--- src/rtl/if_fetch.sv ---
`default_nettype none
// ============================================================================
// Module      : if_fetch
// Description : Instruction fetch unit. Issues fetch requests for pc_i over a
//               request/grant, in-order response interface, buffers returned
//               words with their addresses in a small in-order queue and
//               presents them to decode with valid/ready. A taken jump
//               (PCSel_i) flushes wrong-path entries and discards responses
//               still in flight.
//               Optional feature macro: FETCH_ALIGN_CHECK_EN adds the
//               fetch_misalign_o output and blocks misaligned fetches.
// Revision    : 1.0 - initial release
// ============================================================================
module if_fetch #(
  parameter int DEPTH  = 2,
  parameter int ADDR_W = 32,
  parameter int DATA_W = 32
) (
  input  logic              clk_i,
  input  logic              rst_i,
  input  logic [ADDR_W-1:0] pc_i,
  input  logic              PCSel_i,
  output logic              pc_stopFlag_o,
  output logic              imem_req_o,
  output logic [ADDR_W-1:0] imem_addr_o,
  input  logic              imem_gnt_i,
  input  logic              imem_rvalid_i,
  input  logic [DATA_W-1:0] imem_rdata_i,
  output logic              inst_valid_o,
  output logic [DATA_W-1:0] inst_o,
  output logic [ADDR_W-1:0] inst_addr_o,
  input  logic              inst_ready_i
`ifdef FETCH_ALIGN_CHECK_EN
  ,
  output logic              fetch_misalign_o
`endif
);

  localparam int PTR_W = (DEPTH > 1) ? $clog2(DEPTH) : 1;
  localparam int CNT_W = $clog2(DEPTH + 1);

  typedef enum logic [0:0] {
    ST_RUN   = 1'b0,
    ST_FLUSH = 1'b1
  } state_e;

  state_e            state_q, state_d;
  logic [CNT_W-1:0]  count_q, count_d;   // reserved slots
  logic [CNT_W-1:0]  pend_q,  pend_d;    // reserved, awaiting response
  logic [CNT_W-1:0]  stale_q, stale_d;   // wrong-path responses to drop
  logic [PTR_W-1:0]  head_q,  head_d;
  logic [PTR_W-1:0]  fill_q,  fill_d;
  logic [PTR_W-1:0]  tail_q,  tail_d;
  logic [ADDR_W-1:0] addr_q [DEPTH];
  logic [ADDR_W-1:0] addr_d [DEPTH];
  logic [DATA_W-1:0] data_q [DEPTH];
  logic [DATA_W-1:0] data_d [DEPTH];
  logic [DEPTH-1:0]  filled_q, filled_d;

  logic              is_run;
  logic              misalign;
  logic              issue;
  logic              fill;
  logic              pop;
  logic [CNT_W-1:0]  sif_src;
  logic [CNT_W-1:0]  sif;

  assign imem_addr_o  = pc_i;
  assign inst_valid_o = filled_q[head_q];
  assign inst_o       = data_q[head_q];
  assign inst_addr_o  = addr_q[head_q];

`ifdef FETCH_ALIGN_CHECK_EN
  assign fetch_misalign_o = misalign;
`endif

  // Request, PC stall and the per-cycle issue/fill/pop events.
  always_comb begin
    is_run   = (state_q == ST_RUN);
    misalign = 1'b0;
`ifdef FETCH_ALIGN_CHECK_EN
    misalign = is_run & ~PCSel_i & (pc_i[1:0] != 2'b00);
`endif
    // Registered count only: a same-cycle pop does not free a slot for issue.
    imem_req_o    = rst_i & is_run & ~PCSel_i & ~misalign &
                    (count_q < CNT_W'(DEPTH));
    issue         = imem_req_o & imem_gnt_i;
    // The PC moves only on a granted request or a jump.
    pc_stopFlag_o = ~rst_i | (~issue & ~PCSel_i);
    // A response with nothing pending is a protocol error and is ignored.
    fill          = is_run & imem_rvalid_i & (pend_q != '0);
    pop           = inst_valid_o & inst_ready_i & ~PCSel_i;
    // Responses still owed to wrong-path requests after a jump this cycle.
    sif_src       = is_run ? pend_q : stale_q;
    sif           = (imem_rvalid_i && (sif_src != '0)) ? sif_src - CNT_W'(1) : sif_src;
  end

  // Next-state for FSM, counters, pointers and queue entries.
  always_comb begin
    state_d  = state_q;
    count_d  = count_q;
    pend_d   = pend_q;
    stale_d  = stale_q;
    head_d   = head_q;
    fill_d   = fill_q;
    tail_d   = tail_q;
    addr_d   = addr_q;
    data_d   = data_q;
    filled_d = filled_q;

    if (PCSel_i) begin
      // Jump wins over any pop, fill or issue in the same cycle.
      count_d  = '0;
      pend_d   = '0;
      head_d   = '0;
      fill_d   = '0;
      tail_d   = '0;
      filled_d = '0;
      stale_d  = sif;
      state_d  = (sif != '0) ? ST_FLUSH : ST_RUN;
    end else if (!is_run) begin
      if (imem_rvalid_i && (stale_q != '0)) begin
        stale_d = stale_q - CNT_W'(1);
        if (stale_q == CNT_W'(1)) begin
          state_d = ST_RUN;
        end
      end
    end else begin
      // Popped, issued and filled slots are always distinct, so order is free.
      if (pop) begin
        filled_d[head_q] = 1'b0;
        head_d           = head_q + PTR_W'(1);
      end
      if (issue) begin
        addr_d[tail_q] = pc_i;
        tail_d         = tail_q + PTR_W'(1);
      end
      if (fill) begin
        data_d[fill_q]   = imem_rdata_i;
        filled_d[fill_q] = 1'b1;
        fill_d           = fill_q + PTR_W'(1);
      end
      count_d = count_q + CNT_W'(issue) - CNT_W'(pop);
      pend_d  = pend_q + CNT_W'(issue) - CNT_W'(fill);
    end
  end

  // State register with synchronous active-low reset.
  always_ff @(posedge clk_i) begin
    if (!rst_i) begin
      state_q  <= ST_RUN;
      count_q  <= '0;
      pend_q   <= '0;
      stale_q  <= '0;
      head_q   <= '0;
      fill_q   <= '0;
      tail_q   <= '0;
      addr_q   <= '{default: '0};
      data_q   <= '{default: '0};
      filled_q <= '0;
    end else begin
      state_q  <= state_d;
      count_q  <= count_d;
      pend_q   <= pend_d;
      stale_q  <= stale_d;
      head_q   <= head_d;
      fill_q   <= fill_d;
      tail_q   <= tail_d;
      addr_q   <= addr_d;
      data_q   <= data_d;
      filled_q <= filled_d;
    end
  end

endmodule
`default_nettype wire
--- config.mk ---
export PLATFORM = sky130hd
export DESIGN_NAME = if_fetch
export DESIGN_NICKNAME = d
export VERILOG_FILES = /design/src/rtl/if_fetch.sv
export SDC_FILE = /design/constraint.sdc
export NUM_CORES = 1
export LEC_CHECK = 0
export ABC_AREA = 1
export ABC_CLOCK_PERIOD_IN_PS = 2000
export BUFFER_PORTS_ARGS = -buffer_cell sky130_fd_sc_hd__buf_2
export CELL_PAD_IN_SITES_DETAIL_PLACEMENT = 1
export CELL_PAD_IN_SITES_GLOBAL_PLACEMENT = 2
export CORE_MARGIN = 4
export CORE_UTILIZATION = 28
export CTS_CLUSTER_SIZE = 40
export DETAILED_ROUTE_END_ITERATION = 7
export PLACE_DENSITY = 0.82
export SLEW_MARGIN = 30
export SYNTH_ARGS = -nofsm -noshare
export SYNTH_HDL_FRONTEND = slang
export SYNTH_SLANG_ARGS = --single-unit
--- constraint.sdc ---
create_clock -name clk_i -period 2 [get_ports clk_i]
set_input_delay 0.2 -clock clk_i [delete_from_list [all_inputs] [get_ports clk_i]]
set_output_delay 0.2 -clock clk_i [all_outputs]
set_load 0.02 [all_outputs]
# --- Word level (Yosys, flattened, before mapping) ---
# Cells that the tools add are included.
classes:
  addsub: 9
  n_lt_le_gt_ge: 10
  n_eq_ne: 1
  n_mux: 32
  bitwise_logic: 20
  n_reduce_logical: 19
ops:
  columns: ["op", "count"]
  rows:
  - ["$mux 32", 8]
  - ["$bwmux 64", 2]
  - ["$demux 32 s1", 2]
  - ["$mux 2", 9]
  - ["$reduce_bool 2->1", 6]
  - ["$and 1x1->1", 9]
  - ["$mux 1", 9]
  - ["$reduce_and 2->1", 4]
  - ["$ge 2x2->1 const B", 3]
  - ["$logic_and 1x1->1", 6]
  - ["$not 1->2", 3]
  - ["$reduce_and 3->1", 2]
  - ["$add 2x1->2", 2]
  - ["$lt 1x2->1 const B", 2]
  - ["$lt 2x1->1 const B", 2]
  - ["$not 1->1", 4]
  - ["$sub 2x1->2", 2]
  - ["$sub 2x1->2 const B", 2]
  - ["$add 1x1->1 const B", 3]
  - ["$and 2x2->2", 1]
  - ["$demux 1 s1", 2]
  - ["$eq 2x1->1 const B", 1]
  - ["$ge 1x1->1 const B", 2]
  - ["$lt 2x2->1 const B", 1]
  - ["4 further kinds", 4]
word_totals:
  ff_bits: 140
  input_bits: 70
  out_inout_bits: 99

# --- Longest topological paths before layout ---
logic_depth:
  ltp_word: 11
  ltp_mapped: 13
  depth_no_buf: 13

# --- Least setup slack after synthesis ---
# OpenSTA, ideal clock, no wires.
synth_path:
  path_kind: "register to register"
  startpoint: "register head_q"
  endpoint: "register count_q[1]"
  arrival_time_ns: 1.618
  setup_slack_ns: 0.264
  stages_incl_launch_ff: 14
  path_buffers: 0
  cell_sequence: "dfxtp_1 inv_1 nand2_1 nand2_1 nand2_1 nor2_1 ha_1 inv_1 ha_1 nand2_1 nand2_1 nor2_1 xnor2_1 nor2_1"
synth_via:
  elab_chain_len: 5
synth_rtl:
  columns: ["element", "line_no", "rtl"]
  rows:
  - ["start, declared", "51", "logic [PTR_W-1:0] head_q, head_d;"]
  - ["start signal, assigned", "155", "head_q <= '0;"]
  - ["start signal, assigned", "166", "head_q <= head_d;"]
  - ["$mux 1 (not written as such) (2 in series)", "69", "assign inst_valid_o = filled_q[head_q];"]
  - ["via inst_valid_o", "29", "output logic inst_valid_o,"]
  - ["$and 1x1->1 (2 in series)", "92", "pop = inst_valid_o & inst_ready_i & ~PCSel_i;"]
  - ["$sub 2x1->2", "143", "count_d = count_q + CNT_W'(issue) - CNT_W'(pop);"]
  - ["end signal, assigned", "163", "count_q <= count_d;"]
  - ["end, declared", "48", "logic [CNT_W-1:0] count_q, count_d;"]
# The timed path passes the listed nets, and every way through them passes these cells. The select of a mux whose other input is x is not followed.
# A chain may end at the register's enable or synchronous reset.

# --- Worst setup path after layout ---
layout_path:
  startpoint: "register state_q"
  endpoint: "register pend_q[1]"
layout_via:
  elab_chain_len: 7
layout_rtl:
  columns: ["element", "line_no", "rtl"]
  rows:
  - ["start, declared", "47", "state_e state_q, state_d;"]
  - ["start signal, assigned", "162", "state_q <= state_d;"]
  - ["$not 1->1 (no source line)", null, null]
  - ["$and 1x1->1 (3 in series)", "85", "imem_req_o = rst_i & is_run & ~PCSel_i & ~misalign &"]
  - ["$and 1x1->1", "87", "issue = imem_req_o & imem_gnt_i;"]
  - ["$add 2x1->2", "144", "pend_d = pend_q + CNT_W'(issue) - CNT_W'(fill);"]
  - ["$sub 2x1->2", "144", null]
  - ["end signal, assigned", "164", "pend_q <= pend_d;"]
  - ["end, declared", "49", "logic [CNT_W-1:0] pend_q, pend_d;"]
# Parallel ways exist; a longest one is shown, timed or not.

==> results.txt <==
- Final-layout fill cell count: between 3,000 and 4,000
* Number of nets still failing antenna checks after routing: 0
- Number of warnings issued by yosys: 0
- STA classifies the critical path endpoint as a flip-flop.
- The clock tree synthesis step divided the H-tree into 4 levels.
- Busiest layer in global routing: met2
- Clock latency on the worst-skew pair, taken at its later pin, is 410 ps.
- Counting flops with a built-in enable in the synthesized netlist gives 0.
- Seq/Total Area, Yosys: 41.44%
* Cts-stage hold buffer count: 0
* Clock-pin slew of the registers on the worst-case setup and hold paths: 70 ps
- The smallest clock period supported by the final layout is computed as 1772 ps.
- Static Leakage: 3.844 nW
- Together, buffers and inverters on the worst path number 2.
- Die height: 163.4 um
- Syn Std Cell Area: 0.006764 sq mm
- Global routing consumed, on the met3 layer, 2.650% of the routing resources.
- CTS buffer count: 17
- Data required time at the worst endpoint: ~2300 ps
- Antenna diodes: 0
- Dominant combinational cell family by area after synthesis: simple AND/OR/NAND/NOR gates
- The die covers 0.02671 sq mm.
- Counting flops with an async set or reset pin after synthesis yields a share of 0%.
* Hold Violations, Final: 0
- Using the TritonRoute via totals, the vias-per-cell ratio works out to 4.527.
* CP Class: reg2reg
* Wirelength, routed: 21,200 um
* Pin count of the biggest net entering global routing: 68
* Share of the synthesized area in the top cell type: 41.44%
* Power per unit of standard cell area: 806.8 mW/mm^2
- Element type at the critical path start: flip-flop
* Count of input and output buffers: 168
- The min-delay analysis places its worst path in the category in2reg.
* Clock Sinks: 140
- Fraction of final layout cells with drive strength greater than 1: a little over 20%
* Xor/xnor share of the synthesized area: 0.1295%
* Maximum fanout count along the critical path: 8
* Max-slew headroom at the worst pin: 50.77%
- Net count after synthesis: 1,104
- Number of setup violations in the final report: 0
- The first global-routing pass estimated 33,830 um of wire.
* Data arrival at the endpoint of the critical path: 2060 ps
- Number of max-cap violations: 0
- Cell types with the highest counts after synthesis: nand2_1, nor2_1, dfxtp_1
* Met2 track utilization from global routing: 26.45%
- Average cell area after synthesis: 6.586 sq um
- Die X: 163.4 um
* CTS tree: built
- Met1 Resource Use GR: a little over a fifth
- Remaining global-route overflow: 0
- During I/O placement, the number of pins put on the boundary was 169.
- Area overhead of the layout relative to synthesis: 21.70%
- For this run, the total global-route usage over all layers was measured as 15.78%.
* Portion of the clock cycle consumed by the worst path in the final layout: 88.59%
* Maximum operating frequency: 564.4 MHz
* Post-synthesis simple-gate area fraction: 39.36%
- Largest incremental delay on the critical path: approximately 480 ps
* Layout Nets: 1,212
- Adder-cell area share of the yosys netlist: 1.295%
- Core footprint: 0.02361 sq mm
* Critical Path, Cell by Cell: inv_2, nand2_1, a21oi_4, ha_1, inv_1, ha_1, nor2_1, nor2_1, nand2_1, o21ai_0, a21oi_1
- Once layout is complete, the utilization of the core stands at 34.86%.
- The floorplan has 56 rows.
* Mux share of post-synthesis cell area: 0%
- Of all cell types, the one taking the most synthesized area is dfxtp_1.
- Synth Instances: 1,027
- Total of cells resized after clock tree synthesis: 0
- Top flip-flop cell by instance count after synthesis: dfxtp_1
- DRC violation count after routing: 0
- nand2_1 is the most common cell in the netlist.
- Pin slew with the least headroom to its limit: 738.4 ps
- Flop and latch count out of synthesis: 140
* Number of distinct library cell variants in the gate-level netlist after synthesis: 23
- The kind of cell with the highest combined delay along the critical path is flip-flops.
- Detailed Place HPWL: 13,580 um
- Total vias in the final route: 6,641
- Initial core utilization: 28.65%
- In the final routed layout, each cell accounts on average for ~14 um.
* Number of buffers inserted by post-CTS setup repair: 0
* Clock tree skew after final layout: 12.51 ps
- The clock passes through at most 2 buffers.
* Final Max Slew Viols: 0
- Worst ir drop on vdd: 444.1 uV
- Status: complete, no violations
* Share of the synthesized area in compound gates (AO/OA/AOI/OAI): 5.919%
- Master cell of the clock root buffer: clkbuf_16
* Setup repair after global routing missed its margin: no
- The slowest stage of the critical path belongs to the cell dfxtp_1.
- By area the synthesized netlist is led by dfxtp_1, nand2_1, nor2_1.
- The detailed router finished its first iteration with 257 violations.
- Routability congestion estimate: 0.7534
- The number of antenna violations at the first check in global routing is 0.
- Total negative slack: 0 ps
- The first TritonRoute pass finished after 4 iterations.
- Via count of the first global-routing pass: 6,570
==> report_power, final <==
group | internal, W | leakage [nW] | switching [W] | total [W]
Clock | 0.00168 | 0.267 | 0.00131 | 0.00299
Sequential | 0.00285 | 1.13 | 0.0000357 | 0.00288
Combinational | 0.000255 | 2.45 | 0.000510 | 0.000765
==> tightest hold or removal path: stages <==
cell,delay (ps)
buf_2,110
nand2_1,60
a21oi_1,50
==> final cells by class <==
class / instances / area (sq um) / area share (%)
Clock buffer: 19 / 452.9 / 5.502
Clock inverter: 13 / 106.4 / 1.292
Inverter: 52 / 195.2 / 2.371
Multi-Input combinational cell: 732 / 3171 / 38.52
Sequential cell: 140 / 2804 / 34.06
Tap cell: 319 / 399.1 / 4.849
Timing Repair Buffer: 192 / 1104 / 13.41
==> metal layers <==
metal | vias to the layer above | routed length (um)
li1 | 3408 | -
met1 | 3138 | 10280
met2 | 88 | 10180
met3 | 7 | 611
met4 | 0 | 141
met5 | - | 0
==> flip-flops by register name, indices dropped and copies added, names as in the netlist <==
name / cells
addr_q: 64
data_q: 64
count_q: 2
filled_q: 2
pend_q: 2
stale_q: 2
fill_q: 1
head_q: 1
state_q: 1
tail_q: 1
==> per-stage QoR <==
stage          instances  total power, W  worst slack (ps)  hold slack [ps]  instance area [sq um]
2_1_floorplan       1027        0.003470             263.8            342.7                   6764
3_3_place_gp        1435        0.003716             238.6            451.7                   7665
3_5_place_dp        1435        0.003725             223.8            455.6                   7665
4_1_cts             1467        0.006776             46.56            29.87                   8224
5_1_grt             1467        0.006976             24.86            30.27                   8232
6_report            1467        0.006641             228.1            49.71                   8232
==> final timing paths <==
| check | start | to | slack (ps) | depth (start not counted) |
|---|---|---|---|---|
| max | state_q | pend_q[1] | 230 | 11 |
| min | pc_i[25] | addr_q[25] | 50 | 3 |
| max reg2reg | state_q | pend_q[1] | 230 | 11 |
| min reg2reg | addr_q[33] | addr_q[33] | 460 | 2 |
==> cells in the final DEF (no fill, tap or decap), drive strengths merged, types with 3 or more instances in the layout <==
master      n
a21oi      74
buf       192
clkbuf     19
clkinv      6
clkinvlp    3
dfxtp     140
ha          7
inv        56
nand2     418
nand3       7
nand4      70
nor2      146
o21ai       6
==> cell families after synthesis <==
kind of cell               after synthesis
buffers and inverters                  155
and+or+nand+nor                        644
xor gates and xnor gates                 1
adders and majority gates                7
DFF                                    140
AOI/OAI and AO/OA                       80
Power figures use the tool's default switching activity.
